===== src/rtl/frac_best_mv_if.sv =====
// Stream and result bundle between frac_search and frac_best_mv.
// FRAC_BEST_MV_CHECK_EN adds the mv_err status bit.
interface frac_best_mv_if #(
    parameter int SAD_W = 12,
    parameter int ACC_W = 15,
    parameter int IDX_W = 4
);
    logic             start;
    logic             valid_in;
    logic [SAD_W-1:0] sad_in;
    logic [2:0]       mvx_in;
    logic [2:0]       mvy_in;
    logic             busy;
    logic             done;
    logic [ACC_W-1:0] best_sad;
    logic [2:0]       best_mvx;
    logic [2:0]       best_mvy;
    logic [IDX_W-1:0] best_idx;
`ifdef FRAC_BEST_MV_CHECK_EN
    logic             mv_err;

    modport master (output start, valid_in, sad_in, mvx_in, mvy_in,
                    input  busy, done, best_sad, best_mvx, best_mvy, best_idx, mv_err);
    modport slave  (input  start, valid_in, sad_in, mvx_in, mvy_in,
                    output busy, done, best_sad, best_mvx, best_mvy, best_idx, mv_err);
`else
    modport master (output start, valid_in, sad_in, mvx_in, mvy_in,
                    input  busy, done, best_sad, best_mvx, best_mvy, best_idx);
    modport slave  (input  start, valid_in, sad_in, mvx_in, mvy_in,
                    output busy, done, best_sad, best_mvx, best_mvy, best_idx);
`endif
endinterface


===== src/rtl/frac_best_mv.sv =====
// Accumulates per-row SADs into block SADs and keeps the best of CANDS candidates.
// Optional MV consistency check under FRAC_BEST_MV_CHECK_EN.
module frac_best_mv #(
    parameter int ROWS  = 8,
    parameter int CANDS = 9,
    parameter int SAD_W = 12,
    parameter int ACC_W = 15,
    parameter int IDX_W = 4
) (
    input  logic clk,
    input  logic reset,
    frac_best_mv_if.slave bus
);
    localparam int ROW_W = (ROWS > 1) ? $clog2(ROWS) : 1;

    typedef enum logic [1:0] {IDLE, ACCUM, DONE} state_t;

    state_t           state_q, state_d;
    logic [ROW_W-1:0] row_q, row_d;
    logic [IDX_W-1:0] cand_q, cand_d;
    logic [ACC_W-1:0] acc_q, acc_d;
    logic [2:0]       cur_mvx_q, cur_mvx_d, cur_mvy_q, cur_mvy_d;
    logic [ACC_W-1:0] best_sad_q, best_sad_d;
    logic [2:0]       best_mvx_q, best_mvx_d, best_mvy_q, best_mvy_d;
    logic [IDX_W-1:0] best_idx_q, best_idx_d;
    logic             restart;

    logic             first_row, last_row;
    logic [ACC_W-1:0] sum;
    logic [2:0]       mvx_eff, mvy_eff;

    // Row 0 starts from zero so the sum is valid on every beat, including ROWS==1.
    assign first_row = (row_q == '0);
    assign last_row  = (row_q == ROW_W'(ROWS-1));
    assign sum       = (first_row ? '0 : acc_q) + ACC_W'(bus.sad_in);
    assign mvx_eff   = first_row ? bus.mvx_in : cur_mvx_q;
    assign mvy_eff   = first_row ? bus.mvy_in : cur_mvy_q;

`ifdef FRAC_BEST_MV_CHECK_EN
    logic mv_err_q, mv_err_d;
    assign bus.mv_err = mv_err_q;
`endif

    always_comb begin
        state_d    = state_q;
        row_d      = row_q;
        cand_d     = cand_q;
        acc_d      = acc_q;
        cur_mvx_d  = cur_mvx_q;
        cur_mvy_d  = cur_mvy_q;
        best_sad_d = best_sad_q;
        best_mvx_d = best_mvx_q;
        best_mvy_d = best_mvy_q;
        best_idx_d = best_idx_q;
        restart    = 1'b0;
`ifdef FRAC_BEST_MV_CHECK_EN
        mv_err_d   = mv_err_q;
`endif
        case (state_q)
            IDLE:  restart = bus.start;
            ACCUM: begin
                if (bus.start) begin
                    restart = 1'b1;
                end else if (bus.valid_in) begin
                    acc_d     = sum;
                    cur_mvx_d = mvx_eff;
                    cur_mvy_d = mvy_eff;
`ifdef FRAC_BEST_MV_CHECK_EN
                    if (!first_row && (bus.mvx_in != cur_mvx_q || bus.mvy_in != cur_mvy_q))
                        mv_err_d = 1'b1;
`endif
                    if (last_row) begin
                        // Strict compare: on ties the earlier candidate is kept.
                        if (sum < best_sad_q) begin
                            best_sad_d = sum;
                            best_mvx_d = mvx_eff;
                            best_mvy_d = mvy_eff;
                            best_idx_d = cand_q;
                        end
                        row_d  = '0;
                        cand_d = cand_q + IDX_W'(1);
                        if (cand_q == IDX_W'(CANDS-1)) state_d = DONE;
                    end else begin
                        row_d = row_q + ROW_W'(1);
                    end
                end
            end
            DONE: begin
                state_d = IDLE;
                restart = bus.start;
            end
            default: state_d = IDLE;
        endcase
        if (restart) begin
            state_d    = ACCUM;
            row_d      = '0;
            cand_d     = '0;
            acc_d      = '0;
            best_sad_d = '1;
            best_mvx_d = '0;
            best_mvy_d = '0;
            best_idx_d = '0;
`ifdef FRAC_BEST_MV_CHECK_EN
            mv_err_d   = 1'b0;
`endif
        end
    end

    always_ff @(posedge clk or posedge reset) begin
        if (reset) begin
            state_q    <= IDLE;
            row_q      <= '0;
            cand_q     <= '0;
            acc_q      <= '0;
            cur_mvx_q  <= '0;
            cur_mvy_q  <= '0;
            best_sad_q <= '1;
            best_mvx_q <= '0;
            best_mvy_q <= '0;
            best_idx_q <= '0;
`ifdef FRAC_BEST_MV_CHECK_EN
            mv_err_q   <= 1'b0;
`endif
        end else begin
            state_q    <= state_d;
            row_q      <= row_d;
            cand_q     <= cand_d;
            acc_q      <= acc_d;
            cur_mvx_q  <= cur_mvx_d;
            cur_mvy_q  <= cur_mvy_d;
            best_sad_q <= best_sad_d;
            best_mvx_q <= best_mvx_d;
            best_mvy_q <= best_mvy_d;
            best_idx_q <= best_idx_d;
`ifdef FRAC_BEST_MV_CHECK_EN
            mv_err_q   <= mv_err_d;
`endif
        end
    end

    assign bus.busy     = (state_q == ACCUM);
    assign bus.done     = (state_q == DONE);
    assign bus.best_sad = best_sad_q;
    assign bus.best_mvx = best_mvx_q;
    assign bus.best_mvy = best_mvy_q;
    assign bus.best_idx = best_idx_q;
endmodule

===== src/flat_wrapper.sv =====
// flat-port wrapper written by rule: the top's interface ports become plain ports
module frac_best_mv_flat 
#(
    parameter int ROWS  = 8,
    parameter int CANDS = 9,
    parameter int SAD_W = 12,
    parameter int ACC_W = 15,
    parameter int IDX_W = 4
)
  (clk, reset, bus_start, bus_valid_in, bus_sad_in, bus_mvx_in, bus_mvy_in, bus_busy, bus_done, bus_best_sad, bus_best_mvx, bus_best_mvy, bus_best_idx);
  frac_best_mv_if #(.SAD_W(SAD_W), .ACC_W(ACC_W), .IDX_W(IDX_W)) bus_i ();
  input  logic clk;
  input  logic reset;
  input wire logic [$bits(bus_i.start)-1:0] bus_start;
  input wire logic [$bits(bus_i.valid_in)-1:0] bus_valid_in;
  input wire logic [$bits(bus_i.sad_in)-1:0] bus_sad_in;
  input wire logic [$bits(bus_i.mvx_in)-1:0] bus_mvx_in;
  input wire logic [$bits(bus_i.mvy_in)-1:0] bus_mvy_in;
  output wire logic [$bits(bus_i.busy)-1:0] bus_busy;
  output wire logic [$bits(bus_i.done)-1:0] bus_done;
  output wire logic [$bits(bus_i.best_sad)-1:0] bus_best_sad;
  output wire logic [$bits(bus_i.best_mvx)-1:0] bus_best_mvx;
  output wire logic [$bits(bus_i.best_mvy)-1:0] bus_best_mvy;
  output wire logic [$bits(bus_i.best_idx)-1:0] bus_best_idx;
  assign bus_i.start = bus_start;
  assign bus_i.valid_in = bus_valid_in;
  assign bus_i.sad_in = bus_sad_in;
  assign bus_i.mvx_in = bus_mvx_in;
  assign bus_i.mvy_in = bus_mvy_in;
  assign bus_busy = bus_i.busy;
  assign bus_done = bus_i.done;
  assign bus_best_sad = bus_i.best_sad;
  assign bus_best_mvx = bus_i.best_mvx;
  assign bus_best_mvy = bus_i.best_mvy;
  assign bus_best_idx = bus_i.best_idx;
  frac_best_mv #(.ROWS(ROWS), .CANDS(CANDS), .SAD_W(SAD_W), .ACC_W(ACC_W), .IDX_W(IDX_W)) u_core (.clk(clk), .reset(reset), .bus(bus_i));
endmodule

===== config.mk =====
export PLATFORM = sky130hd
export DESIGN_NAME = frac_best_mv_flat
export DESIGN_NICKNAME = d
export VERILOG_FILES = /design/src/rtl/frac_best_mv_if.sv /design/src/rtl/frac_best_mv.sv /design/src/flat_wrapper.sv
export SDC_FILE = /design/constraint.sdc
export NUM_CORES = 1
export LEC_CHECK = 0
export BUFFER_PORTS_ARGS = -buffer_cell sky130_fd_sc_hd__buf_4
export CAP_MARGIN = 20
export CORE_MARGIN = 2
export CORE_UTILIZATION = 50
export CTS_CLUSTER_SIZE = 8
export DETAILED_ROUTE_END_ITERATION = 8
export GPL_ROUTABILITY_DRIVEN = 1
export MAX_ROUTING_LAYER = met4
export PLACE_DENSITY_LB_ADDON = 0.12
export SYNTH_ARGS = -nofsm -noshare
export SYNTH_HDL_FRONTEND = slang
export SYNTH_SLANG_ARGS = --single-unit
export TNS_END_PERCENT = 100

===== constraint.sdc =====
create_clock -name clk -period 4.7 [get_ports clk]
set_input_delay 0.47 -clock clk [delete_from_list [all_inputs] [get_ports clk]]
set_output_delay 0.47 -clock clk [all_outputs]
set_load 0.005 [all_outputs]

# Yosys cells after proc, flatten, opt, wreduce, memory -nomap -nowiden
# Index checks and enable logic that the tools add are counted.
dict set report totals {
  register_bits 55
  latch_bits 0
  ram_bits 0
  romBits 0
  word_cells 86
  n_memories 0
}
dict set report classes {
  n_addsub 3
  mul 0
  div 0
  magnitude_cmp 1
  n_eq_ne 10
  shift 0
  muxes 49
  n_bitwise 1
  n_reduce_logical 12
}
# operator n
set ops {}
lappend ops {{two-way mux 15 bit} 11}
lappend ops {{two-way mux 3 bit} 19}
lappend ops {{two-way mux 4 bit} 11}
lappend ops {{adder 15 x 12 -> 15 bit} 1}
lappend ops {{< comparator 15 bit} 1}
lappend ops {{two-way mux 2 bit} 5}
lappend ops {{AND reduction 5 bit} 2}
lappend ops {{nonzero test 2 bit} 4}
lappend ops {{!= test 3 x 1 -> 1 bit (second input constant)} 2}
lappend ops {{!= test 3 x 2 -> 1 bit (second input constant)} 2}
lappend ops {{AND reduction 3 bit} 2}
lappend ops {{adder 4 x 1 -> 4 bit (second input constant)} 1}
lappend ops {{== test 4 bit (second input constant)} 1}
lappend ops {{!= test 2 x 1 -> 1 bit (second input constant)} 2}
lappend ops {{one-hot mux 2 bit (2 select lines)} 1}
lappend ops {{AND reduction 4 bit} 1}
lappend ops {{adder 3 x 1 -> 3 bit (second input constant)} 1}
lappend ops {{== test 3 bit (second input constant)} 1}
lappend ops {{zero test 3 bit} 1}
lappend ops {{== test 2 x 1 -> 1 bit (second input constant)} 1}
lappend ops {{== test 2 bit (second input constant)} 1}
lappend ops {{zero test 2 bit} 1}
lappend ops {{one-hot mux 1 bit (2 select lines)} 1}
lappend ops {{OR reduction 2 bit} 1}
lappend ops {{other kinds (2)} 2}

# Logic depth before layout (Yosys ltp)
dict set report logic_depth {
  word_depth 10
  ltp_mapped 21
  ltp_nobuf 18
}

# Worst setup path before layout
# OpenSTA, ideal clock, no wires.
dict set report synth_path {
  kind {reg2reg}
  start {register u_core.row_q[0]}
  end {register u_core.best_idx_q[3], in the netlist u_core.bus.best_idx[3]}
  arrival_ns 3.985
  t_required_ns 4.622
  slack_ns 0.638
  path_stages_with_launch 20
  n_path_buf 1
  path_cell_list {dfrtp_1 inv_1 ha_1 nand2b_1 clkbuf_1 and2_1 ha_1 fa_1 a21o_1 a221o_1 a21o_1 a21oi_2 xnor2_1 ha_1 a21oi_1 o21ai_0 a21oi_1 o41ai_2 nor4b_1 o2bb2ai_1}
}
dict set report synth_between {
  elab_chain_cells 6
  elab_cells_between_ends 8
  cone_classes {add/sub: 1; order compare: 1; eq/ne: 1; mux: 1; reduce/logical: 4}
}
# element line_no
set synth_lines {}
lappend synth_lines {{start: declaration} frac_best_mv.sv:19} ;# logic [ROW_W-1:0] row_q, row_d;
lappend synth_lines {{start signal: assignment} frac_best_mv.sv:126} ;# row_q <= row_d;
lappend synth_lines {{zero test 3 bit} frac_best_mv.sv:33} ;# assign first_row = (row_q == '0);
lappend synth_lines {{two-way mux 15 bit} frac_best_mv.sv:35} ;# assign sum = (first_row ? '0 : acc_q) + ACC_W'(bus.sad_in);
lappend synth_lines {{adder 15 x 12 -> 15 bit} frac_best_mv.sv:35}
lappend synth_lines {{< comparator 15 bit} frac_best_mv.sv:74} ;# if (sum < best_sad_q) begin
lappend synth_lines {{nonzero test 2 bit (no line)} n/a}
lappend synth_lines {{AND reduction 5 bit (no line) *} n/a}
lappend synth_lines {{end signal: assignment} frac_best_mv.sv:134} ;# best_idx_q <= best_idx_d;
lappend synth_lines {{end: declaration} frac_best_mv.sv:25} ;# logic [IDX_W-1:0] best_idx_q, best_idx_d;
# Mark *: on every way between the ends. The rest lies on a longest branch, timed or not.
# A chain may end at the register's enable or synchronous reset.

# Final worst setup path
dict set report layout_path {
  start {register u_core.row_q[0]}
  end {register u_core.best_sad_q[0], in the netlist u_core.bus.best_sad[0]}
}
dict set report layout_between {
  elab_chain_cells 9
  elab_cells_between_ends 14
  cone_classes {add/sub: 1; order compare: 1; eq/ne: 1; mux: 7; reduce/logical: 4}
}
# element line_no
set layout_lines {}
lappend layout_lines {{parallel branches: the longest is 9 deep, another holds adder 15 x 12 -> 15 bit} n/a}
lappend layout_lines {{end signal: assignment} frac_best_mv.sv:131} ;# best_sad_q <= best_sad_d;
lappend layout_lines {{end: declaration} frac_best_mv.sv:23} ;# logic [ACC_W-1:0] best_sad_q, best_sad_d;
# Several ways; the timed one is not identified. The select of a mux whose other input is x is not followed.

==> metrics.md <==
| Metric | Value |
|---|---|
| Starting DRT DRC Count | 126 |
| CP Capture Type | register |
| Number of antenna diodes | 0 |
| Core footprint | 6420 um^2 |
| Async SR Flop Fraction | 1.00 |
| Initial Util | 0.526 |
| Post-synth EDFFs | 0 |
| Post-route ant nets | 0 |
| Synthesis Warnings | 0 |
| CP most frequent cell | ha_1 |
| GP Congestion | ~0.91 |
| RSZ-0062 raised after global routing | no |
| GRT Total Usage | 0.225 |
| Buf/Inv on CP | 2 |
| Slew Limit Fails | 0 |
| Vias in the first global route | 2621 |
| Worst-Skew Late Latency | just over 300 ps |
| Synth top cells by count | 40 x dfrtp_1, 38 x inv_1, 31 x ha_1, 23 x nand2_1, 21 x a21oi_1 |
| Drt wl/cell | 15.7 um |
| CP cell instances | inv_1 > ha_1 > nand2b_1 > and2_1 > ha_1 > fa_1 > a21o_1 > a221oi_4 > o221a_4 > nor3_1 > o21a_1 > ha_1 > a21oi_1 > o21ai_0 > a21oi_1 > o41ai_2 > nand4b_1 > buf_12 > o22a_1 |
| Setup_tns | 0 ps |
| Sequential fraction of the synthesis area | 0.413 |
| Share of Yosys cell area claimed by the top area cell type | 0.297 |
| Register bit total from synthesis | between 50 and 60 |
| Synth Cell Area | 3380 um^2 |
| Congestion Overflow GR | 0 |
| Antenna violations before repair | 0 |
| Req. time, crit path | 4960 ps |
| Pre-antenna DRT Iters | 5 |
| Yosys cell types | 51 |
| Most numerous cell in the Yosys netlist | dfrtp_1 |
| Achievable Freq | 229 MHz |
| Setup Skew | 5.96 ps |
| CP max FO | 17 |
| # rows | 29 |
| Post-Route WL | 7490 um |
| Layout Nets | 452 |
| Final hold viol count | 0 |
| Die ar. | about 7400 um^2 |
| CTS tree | yes |
| CP max stage delay | between 400 and 500 ps |
| Die width | 86.2 um |
| Worst Hold Slack | between 300 and 400 ps |
| Relative slew margins | 0.541 |
| Top delay family on crit path | compound AO/OA/AOI/OAI gates |
| Slowest-stage cell, CP | dfrtp_1 |
| Post-CTS Hold Buffers | 0 |
| Mapped Avg Cell Area | 9.96 um^2 |
| DP HPWL | around 5600 um |
| Max Buffers Root-to-Sink | 2 |
| Max_cap viols | 0 |
| Fin crit period | 4370 ps |
| Synth-to-Final Area Change | 19.2% |
| First-pass GRT wire length | 12700 um |
| Outcome | finished clean |
| CTS Buf Count | 5 |
| Worst vdd ir | approximately 0.14 mV |
| Clock sink count | 55 |
| Htree depth | 2 |
| Leakage | 2.05 nW |
| Synth area leader | dfrtp_1 |
| Startpoint types | register |
| Top Ports | 49 |
| Syn_nets | 393 |
| Synth Instances | about 340 |
| Root Buffer | clkbuf_8 |
| Crit share post-route | 0.930 |
| DRC Markers | 0 |
| Worst-path clk slew | 100 ps |
| Largest net degree at the start of global routing | 56 |
| Worst Path Arrival | 4620 ps |
| Main synth FF type | dfrtp_1 |
| Vias post-DR | 2705 |
| Die Y-Extent | 86.2 um |
| Worst-Margin Slew | approximately 690 ps |
| Routed vias/inst | 5.68 |
| I/O Buffers | 48 |
| Layout cells sized above 1 | 0.246 |
| Pwr per Cell Area | 254 nW/um^2 |
| Largest cells by area after synthesis | dfrtp_1 30%, dfstp_2 12%, ha_1 11% |
| Min-Delay Path Class | in2async |
| WS Path Type | reg2reg |
| Final setup vio count | 0 |
-- power breakdown --
group,internal (mW),switching [mW]
logic,0.108,0.131
registers,0.501,0.0148
clock network,0.107,0.161
-- placed cells by master, fill, tap and decap left out, drive strengths merged, types with 2 or more instances in the layout --
master   count
nor2         9
o22a        12
nand2b       3
nand2       23
nor4         3
dfrtp       40
dfstp       15
o21ai       12
a21o         7
a211oi       3
a21oi       22
a2bb2oi      4
nor2b        4
ha          31
o211ai       2
inv         39
nand4        3
mux2         6
nor3         3
buf         63
o21a         5
and2        13
a221oi       2
nand3        6
a22o        14
a221o        2
o22ai       10
clkbuf       6
xnor2        8
mux2i        6
and3         4
xor2         4
-- worst register-to-register path, delay by kind of cell (launching register included) --
kind            cells  cell delay, ps
buf+inv             2             310
simple gates        4             680
compound gates      9            1800
flops               1             420
fa+ha+maj           4            1080
-- per-stage QoR --
step	instances	area [um^2]	worst slack (ps)	power, mW	utilization
6_report	476	4020	331	1.02	0.627
5_1_grt	476	4020	5.71	1.08	0.627
4_1_cts	473	3980	172	1.02	0.619
3_5_place_dp	465	3890	187	0.758	0.605
3_3_place_gp	465	3890	389	0.754	0.605
2_1_floorplan	339	3380	638	0.683	-
-- worst paths after layout --
path                            startpoint                      to  slack [ps]  depth (start not counted)
max in group asynchronous            reset         u_core.acc_q[7]        3900                          3
hold reg to reg            u_core.acc_q[7]         u_core.acc_q[7]         510                          2
setup / recovery           u_core.row_q[0]  u_core.bus.best_sad[0]         330                         19
setup reg to reg           u_core.row_q[0]  u_core.bus.best_sad[0]         330                         19
hold / removal                       reset  u_core.bus.best_mvy[2]         340                          3
min in group clk                 bus_start       u_core.state_q[1]         370                          2
-- cells by family after synthesis --
logic type	synth area share
buffers and inverters	0.0563
AND/OR/NAND/NOR	0.115
AO/OA/AOI/OAI	0.226
XOR/XNOR	0.0311
adder cells (fa/ha/maj)	0.121
multiplexers	0.0378
flip-flops	0.413
-- flip-flops by register name, indices dropped and copies added, names as in the netlist --
signal / flops
u_core.acc_q: 15
u_core.bus.best_idx: 4
u_core.bus.best_mvx: 3
u_core.row_q: 3
u_core.cur_mvx_q: 3
u_core.bus.best_sad: 15
u_core.cur_mvy_q: 3
u_core.bus.best_mvy: 3
u_core.state_q: 2
u_core.cand_q: 4
-- layer usage --
layer  GRT usage  vias up  part of all wire
li1            -     1344                 -
met1       0.319     1298              0.50
met2       0.342       57              0.45
met3      0.0327        6             0.042
met4      0.0534        0             0.010
met5           -        -                 0
-- what timing repair did --
item                       4_1_cts  5_1_grt
setup endpoints to repair        0       20
gates resized for setup          0        3
buffers inserted                 0        3
-- final cells by class --
| class | instances | area (um^2) |
|---|---|---|
| clock buffers | 6 | 72.6 |
| flip-flops and latches | 55 | 1400 |
| fillers | 547 | 2400 |
| inverters | 38 | 143 |
| repair buffers | 63 | 485 |
| clock inverters | 2 | 16.3 |
| well taps | 77 | 96.3 |
| multi-input cells | 235 | 1820 |
Note: power is estimated with default switching activity, not from simulation.
